$ cat config.mk
export PLATFORM = sky130hd
export DESIGN_NAME = smi_host_ctrl
export DESIGN_NICKNAME = d
export VERILOG_FILES = /design/src/rtl/smi_pkg.sv /design/src/rtl/smi_host_ctrl_timer.sv /design/src/rtl/smi_host_ctrl.sv
export SDC_FILE = /design/constraint.sdc
export NUM_CORES = 1
export LEC_CHECK = 0
export BUFFER_PORTS_ARGS = -buffer_cell sky130_fd_sc_hd__buf_2
export CAP_MARGIN = 15
export CORE_MARGIN = 2
export CORE_UTILIZATION = 50
export CTS_CLUSTER_DIAMETER = 60
export DETAILED_ROUTE_END_ITERATION = 8
export PLACE_DENSITY = 0.86
export SYNTH_ARGS = -nofsm -noshare
export SYNTH_HDL_FRONTEND = slang
export SYNTH_HIERARCHICAL = 1
export SYNTH_SLANG_ARGS = --single-unit
export TNS_END_PERCENT = 30
$ cat constraint.sdc
create_clock -name i_sys_clk -period 7.2 [get_ports i_sys_clk]
set_clock_uncertainty 0.15 [all_clocks]
set_input_delay 0.72 -clock i_sys_clk [delete_from_list [all_inputs] [get_ports i_sys_clk]]
set_output_delay 0.72 -clock i_sys_clk [all_outputs]
set_load 0.02 [all_outputs]
$ cat src/rtl/smi_pkg.sv
// smi_pkg: shared types and constants for the SMI host initiator.
// FSM encoding, direction codes, write-frame marker masks and unit lengths.
package smi_pkg;

  typedef enum logic [1:0] {
    ST_IDLE   = 2'd0,
    ST_SETUP  = 2'd1,
    ST_STROBE = 2'd2,
    ST_HOLD   = 2'd3
  } smi_state_e;

  localparam logic DIR_RX = 1'b0;
  localparam logic DIR_TX = 1'b1;

  // Write frame markers: byte0 (I low) carries bit0=1, byte2 (Q low) bit0=0.
  localparam logic [7:0] TX_B0_MARK_SET = 8'h01;
  localparam logic [7:0] TX_B2_MARK_CLR = 8'hFE;

  localparam int unsigned RX_BYTES = 2;
  localparam int unsigned TX_BYTES = 4;

  localparam logic [1:0] RX_LAST_IDX = 2'(RX_BYTES - 1);
  localparam logic [1:0] TX_LAST_IDX = 2'(TX_BYTES - 1);

  // Bus byte for position idx of a write unit, with frame markers applied.
  function automatic logic [7:0] tx_byte(input logic [31:0] pair, input logic [1:0] idx);
    logic [7:0] b;
    case (idx)
      2'd0:    b = pair[7:0] | TX_B0_MARK_SET;
      2'd1:    b = pair[15:8];
      2'd2:    b = pair[23:16] & TX_B2_MARK_CLR;
      default: b = pair[31:24];
    endcase
    return b;
  endfunction

endpackage

$ cat src/rtl/smi_host_ctrl_timer.sv
// smi_phase_timer: 4-bit down-counter shared by the SETUP/STROBE/HOLD phases.
// Loading N-1 on phase entry makes done_o assert on the phase's Nth cycle.
module smi_phase_timer (
  input  logic       i_sys_clk,
  input  logic       i_rst_b,
  input  logic       load_i,
  input  logic [3:0] load_val_i,
  output logic       done_o
);

  logic [3:0] cnt_q;
  logic [3:0] cnt_d;

  // Next count: reload on phase entry, otherwise count down and park at zero.
  always_comb begin
    cnt_d = cnt_q;
    if (load_i) begin
      cnt_d = load_val_i;
    end else if (cnt_q != 4'd0) begin
      cnt_d = cnt_q - 4'd1;
    end
  end

  // Counter register.
  always_ff @(posedge i_sys_clk or negedge i_rst_b) begin
    if (!i_rst_b) begin
      cnt_q <= 4'd0;
    end else begin
      cnt_q <= cnt_d;
    end
  end

  assign done_o = (cnt_q == 4'd0);

endmodule

$ cat src/rtl/smi_host_ctrl.sv
// smi_host_ctrl: SMI bus initiator (host end of the byte-wide SMI link).
// Reads collect byte pairs into 16-bit words; writes serialise a 32-bit I/Q
// pair into four marker-framed bytes. Optional statistics outputs are built
// when the macro SMI_HOST_STATS_EN is defined.
module smi_host_ctrl
  import smi_pkg::*;
#(
  parameter int unsigned SETUP_CYC  = 2,
  parameter int unsigned STROBE_CYC = 3,
  parameter int unsigned HOLD_CYC   = 2
) (
  input  logic        i_sys_clk,
  input  logic        i_rst_b,
  input  logic        i_rx_en,
  input  logic        i_tx_en,
  input  logic        i_tx_valid,
  input  logic [31:0] i_tx_data,
  output logic        o_tx_ready,
  output logic        o_rx_valid,
  output logic [15:0] o_rx_data,
  input  logic        i_rx_ready,
  output logic        o_smi_soe_se,
  output logic        o_smi_swe_srw,
  output logic [7:0]  o_smi_data_out,
  output logic        o_smi_data_oe,
  input  logic [7:0]  i_smi_data_in,
  input  logic        i_smi_read_req,
  input  logic        i_smi_write_req,
  output logic        o_busy
`ifdef SMI_HOST_STATS_EN
  ,
  output logic [15:0] o_tx_pair_cnt,
  output logic [15:0] o_rx_word_cnt,
  output logic        o_rx_stall
`endif
);

  localparam logic [3:0] SETUP_LD  = 4'(SETUP_CYC - 1);
  localparam logic [3:0] STROBE_LD = 4'(STROBE_CYC - 1);
  localparam logic [3:0] HOLD_LD   = 4'(HOLD_CYC - 1);

  smi_state_e  state_q;
  logic        dir_q;
  logic        last_q;
  logic [1:0]  idx_q;
  logic [31:0] pair_q;
  logic        soe_q, swe_q, oe_q, tx_ready_q, rx_valid_q;
  logic [7:0]  dout_q;
  logic [15:0] rx_data_q;

  logic       rx_elig, tx_elig, start, start_dir;
  logic [1:0] last_idx;
  logic       tmr_load, tmr_done, unit_done;
  logic [3:0] tmr_val;

  // Eligibility, arbitration and phase-timer reload decisions.
  always_comb begin
    rx_elig   = i_rx_en & i_smi_read_req & (!rx_valid_q | i_rx_ready);
    tx_elig   = i_tx_en & i_tx_valid & i_smi_write_req;
    start     = (state_q == ST_IDLE) & (rx_elig | tx_elig);
    start_dir = (rx_elig & tx_elig) ? ~last_q : tx_elig;
    last_idx  = (dir_q == DIR_TX) ? TX_LAST_IDX : RX_LAST_IDX;
    unit_done = (state_q == ST_HOLD) & tmr_done & (idx_q == last_idx);
    tmr_load  = 1'b0;
    tmr_val   = 4'd0;
    case (state_q)
      ST_IDLE:   if (start)    begin tmr_load = 1'b1; tmr_val = SETUP_LD;  end
      ST_SETUP:  if (tmr_done) begin tmr_load = 1'b1; tmr_val = STROBE_LD; end
      ST_STROBE: if (tmr_done) begin tmr_load = 1'b1; tmr_val = HOLD_LD;   end
      ST_HOLD:   if (tmr_done && idx_q != last_idx) begin
        tmr_load = 1'b1;
        tmr_val  = SETUP_LD;
      end
      default: ;
    endcase
  end

  smi_phase_timer u_timer (
    .i_sys_clk  (i_sys_clk),
    .i_rst_b    (i_rst_b),
    .load_i     (tmr_load),
    .load_val_i (tmr_val),
    .done_o     (tmr_done)
  );

  // Transfer FSM with registered bus strobes, data and handshake outputs.
  always_ff @(posedge i_sys_clk or negedge i_rst_b) begin
    if (!i_rst_b) begin
      state_q    <= ST_IDLE;
      dir_q      <= DIR_RX;
      last_q     <= DIR_RX;
      idx_q      <= 2'd0;
      pair_q     <= 32'd0;
      soe_q      <= 1'b1;
      swe_q      <= 1'b1;
      oe_q       <= 1'b0;
      dout_q     <= 8'd0;
      tx_ready_q <= 1'b0;
      rx_valid_q <= 1'b0;
      rx_data_q  <= 16'd0;
    end else begin
      tx_ready_q <= 1'b0;
      if (rx_valid_q && i_rx_ready) rx_valid_q <= 1'b0;
      case (state_q)
        ST_IDLE: begin
          if (start) begin
            state_q <= ST_SETUP;
            dir_q   <= start_dir;
            last_q  <= start_dir;
            idx_q   <= 2'd0;
            if (start_dir == DIR_TX) begin
              tx_ready_q <= 1'b1;
              pair_q     <= i_tx_data;
              dout_q     <= tx_byte(i_tx_data, 2'd0);
              oe_q       <= 1'b1;
            end
          end
        end
        ST_SETUP: begin
          if (tmr_done) begin
            state_q <= ST_STROBE;
            if (dir_q == DIR_RX) soe_q <= 1'b0;
            else                 swe_q <= 1'b0;
          end
        end
        ST_STROBE: begin
          if (tmr_done) begin
            state_q <= ST_HOLD;
            soe_q   <= 1'b1;
            swe_q   <= 1'b1;
            if (dir_q == DIR_RX) begin
              if (idx_q == 2'd0) begin
                rx_data_q[7:0] <= i_smi_data_in;
              end else begin
                rx_data_q[15:8] <= i_smi_data_in;
                rx_valid_q      <= 1'b1;
              end
            end
          end
        end
        default: begin
          if (tmr_done) begin
            if (idx_q == last_idx) begin
              state_q <= ST_IDLE;
              oe_q    <= 1'b0;
            end else begin
              state_q <= ST_SETUP;
              idx_q   <= idx_q + 2'd1;
              if (dir_q == DIR_TX) dout_q <= tx_byte(pair_q, idx_q + 2'd1);
            end
          end
        end
      endcase
    end
  end

  assign o_tx_ready     = tx_ready_q;
  assign o_rx_valid     = rx_valid_q;
  assign o_rx_data      = rx_data_q;
  assign o_smi_soe_se   = soe_q;
  assign o_smi_swe_srw  = swe_q;
  assign o_smi_data_out = dout_q;
  assign o_smi_data_oe  = oe_q;
  assign o_busy         = (state_q != ST_IDLE);

`ifdef SMI_HOST_STATS_EN
  logic [15:0] tx_cnt_q, rx_cnt_q;
  logic        stall_q;

  // Saturating unit counters and sticky read-backpressure flag.
  always_ff @(posedge i_sys_clk or negedge i_rst_b) begin
    if (!i_rst_b) begin
      tx_cnt_q <= 16'd0;
      rx_cnt_q <= 16'd0;
      stall_q  <= 1'b0;
    end else begin
      if (unit_done && dir_q == DIR_TX && tx_cnt_q != 16'hFFFF) tx_cnt_q <= tx_cnt_q + 16'd1;
      if (unit_done && dir_q == DIR_RX && rx_cnt_q != 16'hFFFF) rx_cnt_q <= rx_cnt_q + 16'd1;
      if (i_smi_read_req && i_rx_en && rx_valid_q && !i_rx_ready) stall_q <= 1'b1;
    end
  end

  assign o_tx_pair_cnt = tx_cnt_q;
  assign o_rx_word_cnt = rx_cnt_q;
  assign o_rx_stall    = stall_q;
`endif

endmodule

==> results of run 1 <==
## report_power, final
group / leakage (nW) / switching, W / internal, W
Clock: 0.0981 / 0.000128 / 0.000189
Combinational: 0.893 / 0.000416 / 0.000323
Sequential: 0.821 / 0.000106 / 0.000564
Total: 1.81 / 0.000650 / 0.00108
## worst max-delay path by stage
stage                           from                 to  depth (start not counted)
after floorplan           state_q[0]   u_timer/cnt_q[3]                          9
after global placement    state_q[1]  o_smi_data_out[0]                          7
after detailed placement  state_q[1]  o_smi_data_out[0]                          7
after CTS                 state_q[1]  o_smi_data_out[0]                          7
after global routing      state_q[1]  o_smi_data_out[0]                          7
final                     state_q[1]  o_smi_data_out[0]                          7
## cell families after synthesis
group	after synthesis	share of synthesized area, %
AND/OR/NAND/NOR	42	7.03
XOR/XNOR	2	0.547
adder cells (fa/ha/maj)	9	3.52
flip-flops	68	53.2
AO/OA/AOI/OAI	63	12.5
other	1	0.117
buffers and inverters	35	4.77
multiplexers	53	18.3
## routing by layer
metal	track usage, %	up-vias
met2	32.8	73
met3	5.74	12
met1	25.2	1137
met5	0	-
li1	-	1118
met4	7.92	0
## sequential cells by signal (all words and copies together) (netlist names)
signal / flops
idx_q: 2
o_rx_data: 16
pair_q: 30
last_q: 1
o_smi_swe_srw: 1
o_smi_soe_se: 1
state_q: 2
o_smi_data_oe: 1
o_tx_ready: 1
u_timer/cnt_q: 4
o_smi_data_out: 8
o_rx_valid: 1
## layout make-up
type	instances	share of cell area, %
clock buffer	10	3.33
timing repair buffer	77	10.2
tap	77	2.51
clock inverter	3	1.70
multi-input combinational	171	35.5
inverter	23	2.25
sequential	68	44.5
## worst reg2reg max path: stages, from the launching register on
cell and delay, ns:
dfrtp_1 0.40, inv_1 0.13, ha_1 0.72, nand4_1 0.27
a41oi_4 0.24, buf_4 0.43, a32o_1 0.53, mux2_4 0.34
## synthesized netlist by cell type, types with 2 or more instances
library cell / number
mux2_2: 41
nand2_1: 19
dfstp_2: 2
xnor2_1: 2
nor2_1: 5
dfrtp_1: 66
mux2i_1: 11
and3_1: 2
a22oi_1: 7
clkbuf_1: 4
inv_1: 23
nor3_1: 3
ha_1: 9
buf_2: 5
nor2b_1: 2
a221oi_1: 8
o21ai_0: 13
a21oi_1: 25
nand2b_1: 3
a31oi_1: 2
and2_1: 2
buf_4: 2
## cell usage in the layout, fill, tap and decap left out, types with 2 or more instances in the layout
cell type / n
mux2_2: 41
a31oi_1: 2
and3_1: 2
a22oi_1: 7
nor2b_1: 2
a21oi_1: 25
xnor2_1: 2
conb_1: 2
buf_4: 2
bufinv_16: 2
dfrtp_1: 66
ha_1: 9
and2_1: 2
nor2_1: 5
clkbuf_8: 9
inv_1: 23
buf_2: 75
a221oi_1: 8
dfstp_2: 2
mux2i_1: 11
nor3_1: 3
o21ai_0: 13
nand2b_1: 3
nand2_1: 19
## through the flow
| stage | utilization [%] | total power [W] |
|---|---|---|
| after floorplan | - | 0.00121 |
| after global placement | 58.0 | 0.00137 |
| after detailed placement | 58.0 | 0.00141 |
| after CTS | 61.0 | 0.00174 |
| after global routing | 61.0 | 0.00184 |
| final | 61.0 | 0.00173 |
==> impl_metrics.ini, run 1 <==
[logic_synthesis]
yosysUniqueCellTypes = 39
postSynthCellCount = 273
ys_seq_area_share_pct = 53.2
synthArstFlopShare_pct = 100
synth.top_cell.area_share_pct = 51.6
avgSynthCellArea_sq_um = 11.7
netlist_top_cells_area = dfrtp_1, mux2_2, a21oi_1
netlist_area_sq_mm = 0.00320
synth_seq_cells = 68
yosys.area.top_type = dfrtp_1
synth_edf_count = 0
yosys_warnings = 6
synth_ff_type = dfrtp_1

[job]
maxCapViolCount = 0

[detailed_routing]
final_antenna_net_count = 0
wirelength_um = 6670
met1_length_um = 2850
vias_per_cell = 5.45
met2_length_um = 3410
drt_iter0_drc = 189
drt_pass1_iterations = 5
wire_per_inst_um = 15.6
wl_met3_um = 289
drc_errors = 0
routed-via-count = 2340
dr.max_layer_used = met4

[power]
power-per-cell-area_mw_per_mm2 = 451
p_leak_nw = 1.81
ir_drop_mv = 0.234

[floorplan]
start_util_pct = 51.0
die_area_sq_mm = 0.00706
pin_count = 78
fp.dieH_um = 84.0
num_rows = 29
core_sq_mm = 0.00628
die_w_um = 84.0

[sta]
setup-violations-final = 0
tightest_slew_ns = 0.830
fin_crit_sh_pct = 45.9
fin_ws_ns = 3.89
post-route-min-period_ns = 3.31
relSlewSlack_pct = 44.7
finalHoldViolCount = 0
report.final.slew_viol_count = 0
rsz0062_at_grt = no
setup_tns_ns = 0
finalHoldWorstSlack_ns = 0.351
fmax_mhz = 302

[place]
preCtsSetupSlack_ns = 3.97
dpl_cell_area_sq_mm = 0.00364
dp_cells = 416
gp_routability_congestion = 0.842
hpwl_um = 4730
port_buffers = 75

[setup_path]
path_class = reg -> reg
r2r_cells = 7
worstPathRequired_ns = 7.27
cp_max_fo = 40
path_cells = inv_1 > ha_1 > nand4_1 > a41oi_4 > buf_4 > a32o_1 > mux2_4
critPathBufInv = 2
reg2reg_setup_slack_ns = 3.89
crit_path_end_kind = flop
r2r_start = state_q[1]
worstSetupStartpointType = flop
reg2reg_to = o_smi_data_out[0]
cp_top_family = compound AO/OA/AOI/OAI gates
slowest_stage = ha_1
slowest_delay_ns = 0.71
crit_arrival_ns = 3.38

[layout]
fin_nets = 407
seq_area_sq_mm = 0.00170
drive_gt1_share_pct = 38.9
n_antenna_cell = 0
finalNonFillerCells = 429
area_growth_syn_to_layout_pct = 19.6
stdcell_area_sq_mm = 0.00383
nFillCells = 504
multi_input_area_sq_mm = 0.00136

[clock_network]
clkLatencyLatePin_ns = 0.33
cts-root-buf = clkbuf_8
ctsResizeCount = 0
postCtsSetupBuffers = 0
cts_tree = yes
ctsHoldBuffers = 0
htreeDepth = 3
clock_path_buffers = 2
cts.clk_slew.worst_paths_ns = 0.07
cts.sinks = 68
cts_buffers = 9

[global_routing]
antenna_found_initial = 0
gr-usage-all-layers_pct = 20.1
grt_overflow = 0
grt_pass1_wl_um = 11200
grt_pass1_vias = 2412
grt_max_degree = 69

[hold_path]
min_to = o_rx_data[9]
min_from = o_rx_data[9]
hold_depth = 1
hp-class = reg -> reg

[outcome]
status = completed
Power figures use the tool's default switching activity.
==> run 2, diff against run 1 <==
Clock period 7.2 ns to 3.3 ns, I/O delays scaled along.
==> run 2 against run 1 <==
Clock-buffer cell count grew 1. Wire length grew 2.4%. Die area is the same. First-iteration DRC count grew 41%. Critical path depth is the same. Largest power group unchanged. Combinational power grew 120%. Core utilization grew 0.38 points. Sequential cell count is the same. Non-clock buffer count grew 4.
==> impl_metrics.ini, run 2 (same netlist as run 1, synthesis figures left out) <==
[floorplan]
num_rows = 29
die_area_sq_mm = 0.00706
pin_count = 78
core_sq_mm = 0.00628
start_util_pct = 51.0
die_w_um = 84.0
fp.dieH_um = 84.0

[outcome]
status = completed

[clock_network]
postCtsSetupBuffers = 0
cts.sinks = 68
clock_path_buffers = 2
ctsResizeCount = 0
htreeDepth = 3
clkLatencyLatePin_ns = 0.34
cts_buffers = 9
cts-root-buf = clkbuf_8
cts_tree = yes
ctsHoldBuffers = 1
cts.clk_slew.worst_paths_ns = 0.08

[detailed_routing]
drt_pass1_iterations = 4
routed-via-count = 2364
wire_per_inst_um = 15.7
drt_iter0_drc = 266
vias_per_cell = 5.42
final_antenna_net_count = 0
wirelength_um = 6830
drc_errors = 0

[sta]
report.final.slew_viol_count = 0
setup-violations-final = 0
setup_tns_ns = 0
finalHoldWorstSlack_ns = 0.0374
relSlewSlack_pct = 45.7
fmax_mhz = 393
post-route-min-period_ns = 2.54
rsz0062_at_grt = no
fin_crit_sh_pct = 77.1
finalHoldViolCount = 0
tightest_slew_ns = 0.815

[layout]
area_growth_syn_to_layout_pct = 20.4
fin_nets = 411
finalNonFillerCells = 436
largest_reg_flops = 30
layout_common_cells = buf_2, dfrtp_1, mux2_2
final_core_util_pct = 61.4
n_antenna_cell = 0
stdcell_area_sq_mm = 0.00385
largest_register = pair_q
drive_gt1_share_pct = 39.6
final_common_cell = buf_2
nFillCells = 520

[global_routing]
grtUsageMet1_pct = 26.9
use_met3_pct = 5.54
grt_pass1_wl_um = 11600
grt_pass1_vias = 2441
use_met2_pct = 33.8
top_usage_layer = met2
gr-usage-all-layers_pct = 21.1
grt_max_degree = 40
antenna_found_initial = 0
grt_overflow = 0

[setup_path]
crit_path_end_kind = flop
cp_max_fo = 9
worstPathRequired_ns = 3.37
reg2reg_to = o_smi_data_out[0]
worstSetupStartpointType = flop
reg2reg_setup_slack_ns = 0.76
r2r_start = u_timer/cnt_q[0]
r2r_cells = 7
path_class = reg -> reg
crit_arrival_ns = 2.62

[hold_path]
hp-class = in -> reg
hold_depth = 3
min_from = i_tx_data[27]
min_to = pair_q[27]

[place]
port_buffers = 75
dpl_cell_area_sq_mm = 0.00366
gp_routability_congestion = 0.833
dp_cells = 419
hpwl_um = 4900

[power]
power-per-cell-area_mw_per_mm2 = 971
ir_drop_mv = 0.519
p_leak_nw = 1.83

[job]
maxCapViolCount = 0
[run 2: changes by cell type in the layout (fill, tap and decap cells not counted), sizes merged]
| cell | before | now |
|---|---|---|
| clkinv | 1 | 3 |
| clkinvlp | 0 | 1 |
| dlygate4sd3 | 0 | 1 |
| bufinv | 2 | 1 |
| clkbuf | 10 | 11 |
| buf | 77 | 80 |
[run 2: worst max path at each step]
stage | startpoint | endpoint | slack [ns]
after floorplan | state_q[0] | u_timer/cnt_q[3] | 1.05
after global placement | u_timer/cnt_q[0] | o_smi_data_out[0] | 0.86
after detailed placement | u_timer/cnt_q[0] | o_smi_data_out[0] | 0.76
after CTS | u_timer/cnt_q[0] | o_smi_data_out[0] | 0.73
after global routing | u_timer/cnt_q[0] | o_smi_data_out[0] | 0.59
final | u_timer/cnt_q[0] | o_smi_data_out[0] | 0.76
[run 2: final cells by class]
| type | instances | area (sq um) | share of cell area, % |
|---|---|---|---|
| multi-input cells | 171 | 1360 | 35.3 |
| flip-flops and latches | 68 | 1700 | 44.2 |
| clock inverters | 5 | 52.6 | 1.36 |
| clock buffers | 11 | 131 | 3.41 |
| inverters | 23 | 86.3 | 2.24 |
| well taps | 77 | 96.3 | 2.50 |
| repair buffers | 81 | 423 | 11.0 |
[run 2: worst max-delay path, cell delays in order, from the launching register on]
cell and delay (ns):
dfrtp_1 0.38, inv_1 0.10, ha_1 0.22, nor3b_4 0.45, nand2b_2 0.17, nor2_1 0.13
a32o_1 0.49, mux2_4 0.34
[run 2: power by group]
group / switching, W / internal [W] / total, W
clock network: 0.000307 / 0.000346 / 0.000652
registers: 0.000236 / 0.00123 / 0.00147
logic: 0.000905 / 0.000720 / 0.00162
[run 2: stage by stage]
step / setup WS (ns) / power (W)
2_1_floorplan: 1.05 / 0.00263
5_1_grt: 0.587 / 0.00402
4_1_cts: 0.730 / 0.00376
3_3_place_gp: 0.856 / 0.00301
6_report: 0.755 / 0.00374
3_5_place_dp: 0.759 / 0.00309
[run 2: routing by layer]
| metal | up-vias | wire length [um] | part of all wire (%) |
|---|---|---|---|
| met5 | - | 0 | 0 |
| met4 | 0 | 133 | 1.9 |
| met3 | 13 | 321 | 4.7 |
| met2 | 67 | 3480 | 51 |
| met1 | 1163 | 2900 | 42 |
| li1 | 1121 | - | - |
